**src/rtl/sipo_pkg.sv**
```systemverilog
// Shared types and sizing helpers for the serial-to-parallel deframer
// and the stream stages built around it.
`timescale 1ns/1ps
package sipo_pkg;

  typedef enum logic {IDLE = 1'b0, SHIFT = 1'b1} state_e;

  localparam int DEF_WIDTH = 10;

  function automatic int cnt_w(input int width);
    return $clog2(width);
  endfunction

endpackage

```
**src/rtl/sipo_out_buf.sv**
```systemverilog
// One-entry valid/ready holding register. A load is taken whenever the slot
// is empty or being popped in the same cycle; otherwise o_overrun pulses.
`timescale 1ns/1ps
module sipo_out_buf
  import sipo_pkg::*;
#(
  parameter int WIDTH = DEF_WIDTH
) (
  input  logic             i_clk,
  input  logic             i_rst_n,
  input  logic             i_load,
  input  logic [WIDTH-1:0] i_data,
  input  logic             i_ready,
  output logic [WIDTH-1:0] o_data,
  output logic             o_valid,
  output logic             o_overrun
);

  logic [WIDTH-1:0] r_data;
  logic             r_valid;
  logic             w_pop;
  logic             w_accept;

  assign w_pop     = r_valid & i_ready;
  assign w_accept  = i_load & (~r_valid | i_ready);
  assign o_overrun = i_load & r_valid & ~i_ready;

  always_ff @(posedge i_clk or negedge i_rst_n) begin
    if (!i_rst_n) begin
      r_data  <= '0;
      r_valid <= 1'b0;
    end else begin
      if (w_accept) r_data <= i_data;
      // load-over-pop keeps valid high with no bubble
      if (w_accept)   r_valid <= 1'b1;
      else if (w_pop) r_valid <= 1'b0;
    end
  end

  assign o_data  = r_data;
  assign o_valid = r_valid;

endmodule

```
**src/rtl/sipo_deframer.sv**
```systemverilog
// Reassembles START-delimited serial frames into WIDTH-bit words and hands
// them off through a one-entry buffer; overrun and mis-framing are sticky.
`timescale 1ns/1ps
module sipo_deframer
  import sipo_pkg::*;
#(
  parameter int WIDTH     = DEF_WIDTH,
  parameter bit MSB_FIRST = 1'b1
) (
  input  logic             CLK,
  input  logic             RESETN,
  input  logic             SI,
  input  logic             SI_VALID,
  input  logic             START,
  output logic [WIDTH-1:0] PO,
  output logic             PO_VALID,
  input  logic             PO_READY,
  output logic             BUSY,
  output logic             OVERRUN,
  output logic             SYNC_ERR,
  input  logic             CLR_ERR
);

  localparam int            CW   = cnt_w(WIDTH);
  localparam logic [CW-1:0] LAST = CW'(WIDTH - 1);
  localparam logic [CW-1:0] ONE  = CW'(1);

  state_e           r_state, w_state_nxt;
  logic [CW-1:0]    r_cnt, w_cnt_nxt;
  logic [WIDTH-1:0] r_sr, w_sr_shift;
  logic             w_shift_en, w_word_done, w_sync_set, w_ovr_set;
  logic             r_overrun, r_sync_err;

  generate
    if (MSB_FIRST) begin : g_msb
      assign w_sr_shift = {r_sr[WIDTH-2:0], SI};
    end else begin : g_lsb
      assign w_sr_shift = {SI, r_sr[WIDTH-1:1]};
    end
  endgenerate

  always_ff @(posedge CLK or negedge RESETN) begin
    if (!RESETN) r_state <= IDLE;
    else         r_state <= w_state_nxt;
  end

  always_comb begin
    w_state_nxt = r_state;
    case (r_state)
      IDLE:    if (SI_VALID && START) w_state_nxt = SHIFT;
      SHIFT:   if (SI_VALID && !START && r_cnt == LAST) w_state_nxt = IDLE;
      default: w_state_nxt = IDLE;
    endcase
  end

  // START always restarts the count, even on the would-be final bit
  always_comb begin
    w_shift_en  = 1'b0;
    w_word_done = 1'b0;
    w_sync_set  = 1'b0;
    w_cnt_nxt   = r_cnt;
    case (r_state)
      IDLE: if (SI_VALID && START) begin
        w_shift_en = 1'b1;
        w_cnt_nxt  = ONE;
      end
      SHIFT: if (SI_VALID) begin
        w_shift_en = 1'b1;
        if (START) begin
          w_sync_set = 1'b1;
          w_cnt_nxt  = ONE;
        end else if (r_cnt == LAST) begin
          w_word_done = 1'b1;
          w_cnt_nxt   = '0;
        end else begin
          w_cnt_nxt = r_cnt + ONE;
        end
      end
      default: w_cnt_nxt = '0;
    endcase
  end

  always_ff @(posedge CLK or negedge RESETN) begin
    if (!RESETN) begin
      r_cnt      <= '0;
      r_sr       <= '0;
      r_overrun  <= 1'b0;
      r_sync_err <= 1'b0;
    end else begin
      r_cnt <= w_cnt_nxt;
      if (w_shift_en) r_sr <= w_sr_shift;
      r_overrun  <= w_ovr_set  | (r_overrun  & ~CLR_ERR);
      r_sync_err <= w_sync_set | (r_sync_err & ~CLR_ERR);
    end
  end

  sipo_out_buf #(.WIDTH(WIDTH)) u_out_buf (
    .i_clk     (CLK),
    .i_rst_n   (RESETN),
    .i_load    (w_word_done),
    .i_data    (w_sr_shift),
    .i_ready   (PO_READY),
    .o_data    (PO),
    .o_valid   (PO_VALID),
    .o_overrun (w_ovr_set)
  );

  assign BUSY     = (r_state == SHIFT);
  assign OVERRUN  = r_overrun;
  assign SYNC_ERR = r_sync_err;

endmodule

```
**config.mk**
```make
export PLATFORM = sky130hd
export DESIGN_NAME = sipo_deframer
export DESIGN_NICKNAME = d
export VERILOG_FILES = /design/src/rtl/sipo_pkg.sv /design/src/rtl/sipo_out_buf.sv /design/src/rtl/sipo_deframer.sv
export SDC_FILE = /design/constraint.sdc
export NUM_CORES = 1
export LEC_CHECK = 0
export CAP_MARGIN = 25
export CORE_ASPECT_RATIO = 2
export CORE_MARGIN = 2
export CORE_UTILIZATION = 46
export CTS_CLUSTER_DIAMETER = 60
export DETAILED_ROUTE_END_ITERATION = 10
export MAX_ROUTING_LAYER = met4
export PLACE_DENSITY = 0.74
export SLEW_MARGIN = 15
export SYNTH_ARGS = -nofsm -noshare
export SYNTH_HDL_FRONTEND = slang
export SYNTH_SLANG_ARGS = --single-unit
```
**constraint.sdc**
```tcl
create_clock -name CLK -period 1.45 [get_ports CLK]
set_input_delay 0.145 -clock CLK [delete_from_list [all_inputs] [get_ports CLK]]
set_output_delay 0.145 -clock CLK [all_outputs]
set_load 0.005 [all_outputs]
```
==> reports/results.md <==
## Pwr
* power per cell area: 1410 nW/um^2
* maximum ir drop on the vdd rail: 0.000947 V
* cell leakage power: 0.757 nW

## Timing
* setup clock skew after layout: 3.53 ps
* final-layout worst hold slack: 237 ps
* shortest clock period the worst path allows after layout: 1520 ps
* Period Utilization, post-route: 1.05
* worst slew pin tran: 348 ps
* count of final max-slew check failures: 0
* highest clock frequency the design can meet: 659 MHz
* final setup slack of the worst path: -67.3 ps
* final hold vios: 0
* final count of negative-setup-slack endpoints: 10
* setup repair after global routing missed its margin: true
* Worst slew margin: 0.768

## Cells and area
* Finished Core Util: 0.644
* Layout area overhead: 35.2%
* most frequent cells in the layout: dfrtp_1, clkdlybuf4s50_1, buf_4, mux2_4, mux2_1
* storage element area: 677 um^2
* ant diodes: 0
* area of the multi-input gates: 502 um^2
* proportion of layout cells with a drive suffix above 1: 0.317
* fill cell count: 205
* most frequent standard cell in the layout excluding fill and tap cells: dfrtp_1
* number of nets in the layout: 130
* non-filler cells, final: 148

## Yosys
* cell accounting for the most synthesized area: dfrtp_1
* top cell type's share of synthesized area: 0.558
* EDFF count, synth: 0
* post-synthesis cell count: 85
* Mean Syn Cell Area: 14.2 um^2
* number of warnings issued by yosys: 0
* flip-flop and latch count after synthesis: 27
* Netlist cell types: 28
* nets in the synthesized netlist: 94
* mapped cell area: 1210 um^2
* Synth async-reset ratio: 1.00
* Post-synth top flop: dfrtp_1
* biggest area contributors in the synthesized netlist: dfrtp_1, mux2_4, mux2_1
* sequential element share of the synthesized area: 0.558

## Route
* average wire length per cell after detail routing: 15.1 um
* number of vias after detailed routing: 770
* number of remaining DRC errors: 0
* post-DR vias/cell: 5.20
* routed wire length: 2240 um
* Detailed Route Iter0 Violations: 12
* number of antenna-violating nets in the routed design: 0
* drt pass-1 iters: 4

## Setup path
* Max Fanout on Critical Path: 5
* CP max stage cell: dfrtp_1
* type of element launching the critical path: flop
* endpoint type of the worst setup path: flop
* critical path required time: 1610 ps
* category of the most critical setup path: flop to flop
* arrival time of data at the critical path endpoint: 1680 ps
* cell-by-cell listing of the critical path: inv_1 > ha_2 > nand2_2 > nand4bb_4 > clkbuf_16 > mux2_4
* largest stage delay on the critical path: 390 ps

## Clock tree
* number of clock sinks seen by CTS: 27
* source-to-sink clock delay at the later pin of the worst-skew pair: 270 ps
* cts hold-fix bufs: 0
* clock tree root driver cell: clkbuf_8
* maximum clock insertion buffer count: 2
* clock transition time at the flip-flop clock pins of the worst setup and hold paths: 90 ps
* CTS tree: built
* Inserted Clock Buffers: 3
* total number of H-tree levels: 1

## Global route
* vias in the first global route: 810
* total routing usage reported by global routing: 0.175
* antenna violations before repair: 0
* global-route wire length before repair: 3670 um
* global route total overflow: 0
* maximum number of pins on one net before global-route repair: 28

## Floorplanning
* number of core rows: 26
* standard cell core area: 2540 um^2
* effective utilization at floorplan: 0.477
* die outline area: 3080 um^2
* number of top-level design ports: 21
* floorplan die height: 76.5 um
* overall die width: 40.3 um

## Place
* worst setup slack after placement: -142 ps
* dpl hpwl: 1690 um
* placer's final routability congestion estimate: 0.856
* port bufs: 20
* number of cells after detailed placement: 142

## Min path
* type of the most critical hold path: primary input to async pin

## Run status
* failing checks: negative setup slack
* result of the run: finished, violations left

## Flow run
* # Max-Cap Violations: 0

## power breakdown
| group | total, W | internal (W) | switching (W) |
|---|---|---|---|
| clock network | 0.000424 | 0.000195 | 0.000229 |
| logic | 0.000752 | 0.000481 | 0.000271 |
| registers | 0.00112 | 0.000975 | 0.000148 |
| total | 0.00230 | 0.00165 | 0.000648 |
## metrics by stage
step	area (um^2)	TNS [ps]	total power, W
floorplan	1210	0	0.00148
global placement	1530	-2050	0.00183
detailed placement	1530	-2630	0.00186
CTS	1600	-446	0.00231
global route	1640	-1100	0.00245
finish	1640	-545	0.00230
## cell families after synthesis
group           count (synthesis)  synth area share
compound gates                 11            0.0714
buf+inv                         8            0.0445
mux                            19             0.208
flops                          27             0.558
simple gates                   18            0.0972
fa+ha+maj                       2            0.0207
## what timing repair did
action                     CTS  global route
gates cloned                 0             1
pin swaps                    0             1
gates resized for setup      2             3
setup endpoints to repair   11            11
setup buffers                1             0
## final cells by class
class                   count  share of cell area
flip-flops and latches     27               0.414
multi-input cells          50               0.307
repair buffers             35               0.219
clock buffers               3              0.0252
well taps                  28              0.0214
inverters                   4             0.00918
clock inverters             1             0.00459
## sequential cells by signal, summed over array words and instances (netlist names)
name,cells
u_out_buf.o_valid,1
r_sr,9
OVERRUN,1
BUSY,1
SYNC_ERR,1
u_out_buf.o_data,10
r_cnt,4
## cells in the mapped netlist, types with 2 or more instances
library cell / number
nand3_1: 3
nor2_1: 2
mux2_1: 8
inv_1: 4
dfrtp_1: 27
mux2_4: 10
buf_6: 3
nand2_1: 3
o21ai_0: 5
ha_1: 2
## worst max-delay path, delay by kind of cell (launching register included)
kind / cells / cell delay (ps)
buf+inv: 2 / 260
fa+ha+maj: 1 / 180
mux: 1 / 290
simple gates: 2 / 300
flops: 1 / 390
## worst paths after layout
path                          start                   to  slack [ps]  cells after the start
max in group asynchronous    RESETN                 BUSY         930                      2
max                        r_cnt[1]  u_out_buf.o_data[6]         -70                      6
min reg2reg                 r_sr[0]              r_sr[1]         520                      1
max reg2reg                r_cnt[1]  u_out_buf.o_data[6]         -70                      6
min                          RESETN    u_out_buf.o_valid         240                      2
min in group CLK            CLR_ERR             SYNC_ERR         490                      2
## per-layer routing
layer / routed length [um] / GRT usage / up-vias
met5: 0 / - / -
li1: - / - / 375
met4: 29 / 0.0600 / 0
met3: 46 / 0.0262 / 4
met1: 850 / 0.200 / 379
met2: 1310 / 0.290 / 12
Note: power is estimated with default switching activity, not from simulation.
==> edit: new RTL, same flow settings <==
Set the package constant `DEF_WIDTH` to 20 (it was 10).
--- a/src/rtl/sipo_pkg.sv
+++ b/src/rtl/sipo_pkg.sv
@@ -6,5 +6,5 @@
   typedef enum logic {IDLE = 1'b0, SHIFT = 1'b1} state_e;
 
-  localparam int DEF_WIDTH = 10;
+  localparam int DEF_WIDTH = 20;
 
   function automatic int cnt_w(input int width);
Ports: changed (resized PO); port bits go from 21 to 31. No check against the original RTL was run, so the function may have changed too.
==> edit against the unedited design <==
The flow still finishes with violations (setup timing); synthesized cell count rose by 47%; sequential cell count is 21 higher; largest cell class unchanged; setup slack got worse by 0.033 ns; critical path depth decreased by 1; clock skew is 0.00065 ns higher; routed wire length is 61% higher; power grew 36%; clock power increased by 120%; design area rose by 61%; core utilization decreased by 0.78 points; sequential power rose by 56%; area after synthesis is 64% higher; non-clock buffer count up 17; count of clock-buffer cells in the layout is 3 higher.
==> edit: results (changes against the unedited design) <==
stage,metric,value,unit,change
logic_synthesis,yosys.cell_types.count,22,,-21%
timing,timing.final.ws_setup,-0.100,ns,-0.0327 ns
clock_tree,cts_buffers,5,,+2
timing,tightest_slew,0.253,ns,-0.0949 ns
worst_setup_path,arrival,1.73,ns,+0.05 ns
worst_setup_path,path_max_fanout,11,,+6
clock_tree,clock_latency,0.29,ns,+0.02 ns
placed_design,place_area,2480,sq um,+62%
global_route,grt_use_total,17.4,%,-0.082 points
final_layout,final.fill_count,308,,+50%
placed_design,place_inst,219,,+54%
route,route.met2.wl,2.01,mm,+53%
power_and_ir_drop,peakVddDrop,0.866,mV,-8.6%
route,drt-initial-drc-count,23,,+11
power_and_ir_drop,p_clk_share,30.1,%,+12 points
global_route,grt_max_degree,49,,+75%
route,dr_wl_met3,134,um,+190%
logic_synthesis,yosysSeqAreaShare,60.6,%,+4.8 points
final_layout,largest_register_ffs,20,,+10
logic_synthesis,synthTopCellsByArea,"dfrtp_1 61%, mux2_4 15%, mux2_2 11%, buf_6 1.7%, mux2i_1 1.0%",,
final_layout,nets,187,,+44%
power_and_ir_drop,p_leak,1.26,nW,+66%
run_status,violations,setup timing,,
placed_design,place_congestion,0.718,,-16%
placed_design,hpwl,2.59,mm,+53%
route,drt_wl_total,3.61,mm,+61%
final_layout,layout-drive-gt1-share,40.6,%,+8.9 points
placed_design,numPortBuffers,30,,+50%
global_route,grt_pass1_vias,1274,,+57%
placed_design,dp_slack,-0.142,ns,-0.000142 ns
timing,setup_viol,20,,+10
global_route,grt_pass1_wl,6.20,mm,+69%
power_and_ir_drop,swShare,24.3,%,-3.9 points
logic_synthesis,syn_nets,133,,+41%
route,num_vias,1161,,+51%
clock_tree,cts_max_level,2,,+1
timing,fin_skew,0.00417,ns,+0.000649 ns
final_layout,stdcell_count,232,,+57%
run_status,status,finished with violations,,
logic_synthesis,synthTopCellsByCount,"48 x dfrtp_1, 20 x mux2_4, 19 x mux2_2, 5 x nand2_1, 4 x inv_1",,
logic_synthesis,syn_avg_cell_area,15.8,sq um,+11%
route,wl_met1,1.42,mm,+67%
-- edit: changes by cell type in the layout (fill, tap and decap cells not counted), sizes merged, moves of 4 or more --
cell,before,now
mux2,19,39
buf,14,22
clkdlybuf4s50,19,29
o21ai,6,2
dfrtp,27,48
-- edit: metrics by stage --
stage	power [mW]	TNS, ns	util [%]
2_1_floorplan	1.99	-1.48	-
3_3_place_gp	2.14	-3.21	60.0
3_5_place_dp	2.20	-4.24	60.0
4_1_cts	3.15	-1.41	63.2
5_1_grt	3.30	-2.97	63.7
6_report	3.13	-1.72	63.7
-- edit: area by class of cell --
| class | count | area share (%) |
|---|---|---|
| multi-input combinational | 68 | 27.7 |
| sequential | 48 | 45.7 |
| timing repair buffer | 52 | 19.5 |
| inverter | 4 | 0.571 |
| tap | 52 | 2.48 |
| clock inverter | 2 | 1.33 |
| clock buffer | 6 | 2.76 |
-- edit: worst paths after layout --
| kind | from | end | slack (ns) | cells past startpoint |
|---|---|---|---|---|
| setup / recovery | r_cnt[1]$_DFFE_PN0P_ | u_out_buf.o_data[19]$_DFFE_PN0P_ | -0.10 | 5 |
| hold / removal | RESETN | u_out_buf.o_data[17]$_DFFE_PN0P_ | 0.37 | 3 |
| setup reg to reg | r_cnt[1]$_DFFE_PN0P_ | u_out_buf.o_data[19]$_DFFE_PN0P_ | -0.10 | 5 |
| hold reg to reg | r_sr[18]$_DFFE_PN0P_ | u_out_buf.o_data[19]$_DFFE_PN0P_ | 0.51 | 1 |
| max in group asynchronous | RESETN | r_sr[3]$_DFFE_PN0P_ | 0.86 | 3 |
| min in group CLK | CLR_ERR | SYNC_ERR$_DFF_PN0_ | 0.45 | 2 |
-- edit: timing repair --
action                                 4_1_cts  5_1_grt
gates resized for setup                      0        1
gates cloned                                 0        0
endpoints found under the hold margin       48        0
setup endpoints to repair                   20       21
hold buffers                                 1        0
setup buffers                                2        2
-- edit: per-layer routing --
layer | global-route usage [%] | up-vias
li1 | - | 548
met4 | 8.32 | 0
met1 | 19.9 | 575
met5 | - | -
met2 | 28.2 | 34
met3 | 3.70 | 4
-- edit: worst register-to-register path, stage by stage (launching register included) --
cell,delay [ns]
dfrtp_1,0.40
ha_2,0.20
and4bb_2,0.25
nand3_4,0.12
buf_12,0.16
mux2_4,0.31
-- edit: kinds of logic (layout without fill, tap and decap cells) --
| group | count (synthesis) | count (layout) | synth area share [%] |
|---|---|---|---|
| compound gates | 11 | 11 | 3.73 |
| flops | 48 | 48 | 60.6 |
| simple gates | 15 | 15 | 5.05 |
| fa+ha+maj | 1 | 1 | 0.632 |
| mux | 41 | 41 | 27.0 |
| buf+inv | 9 | 64 | 2.97 |
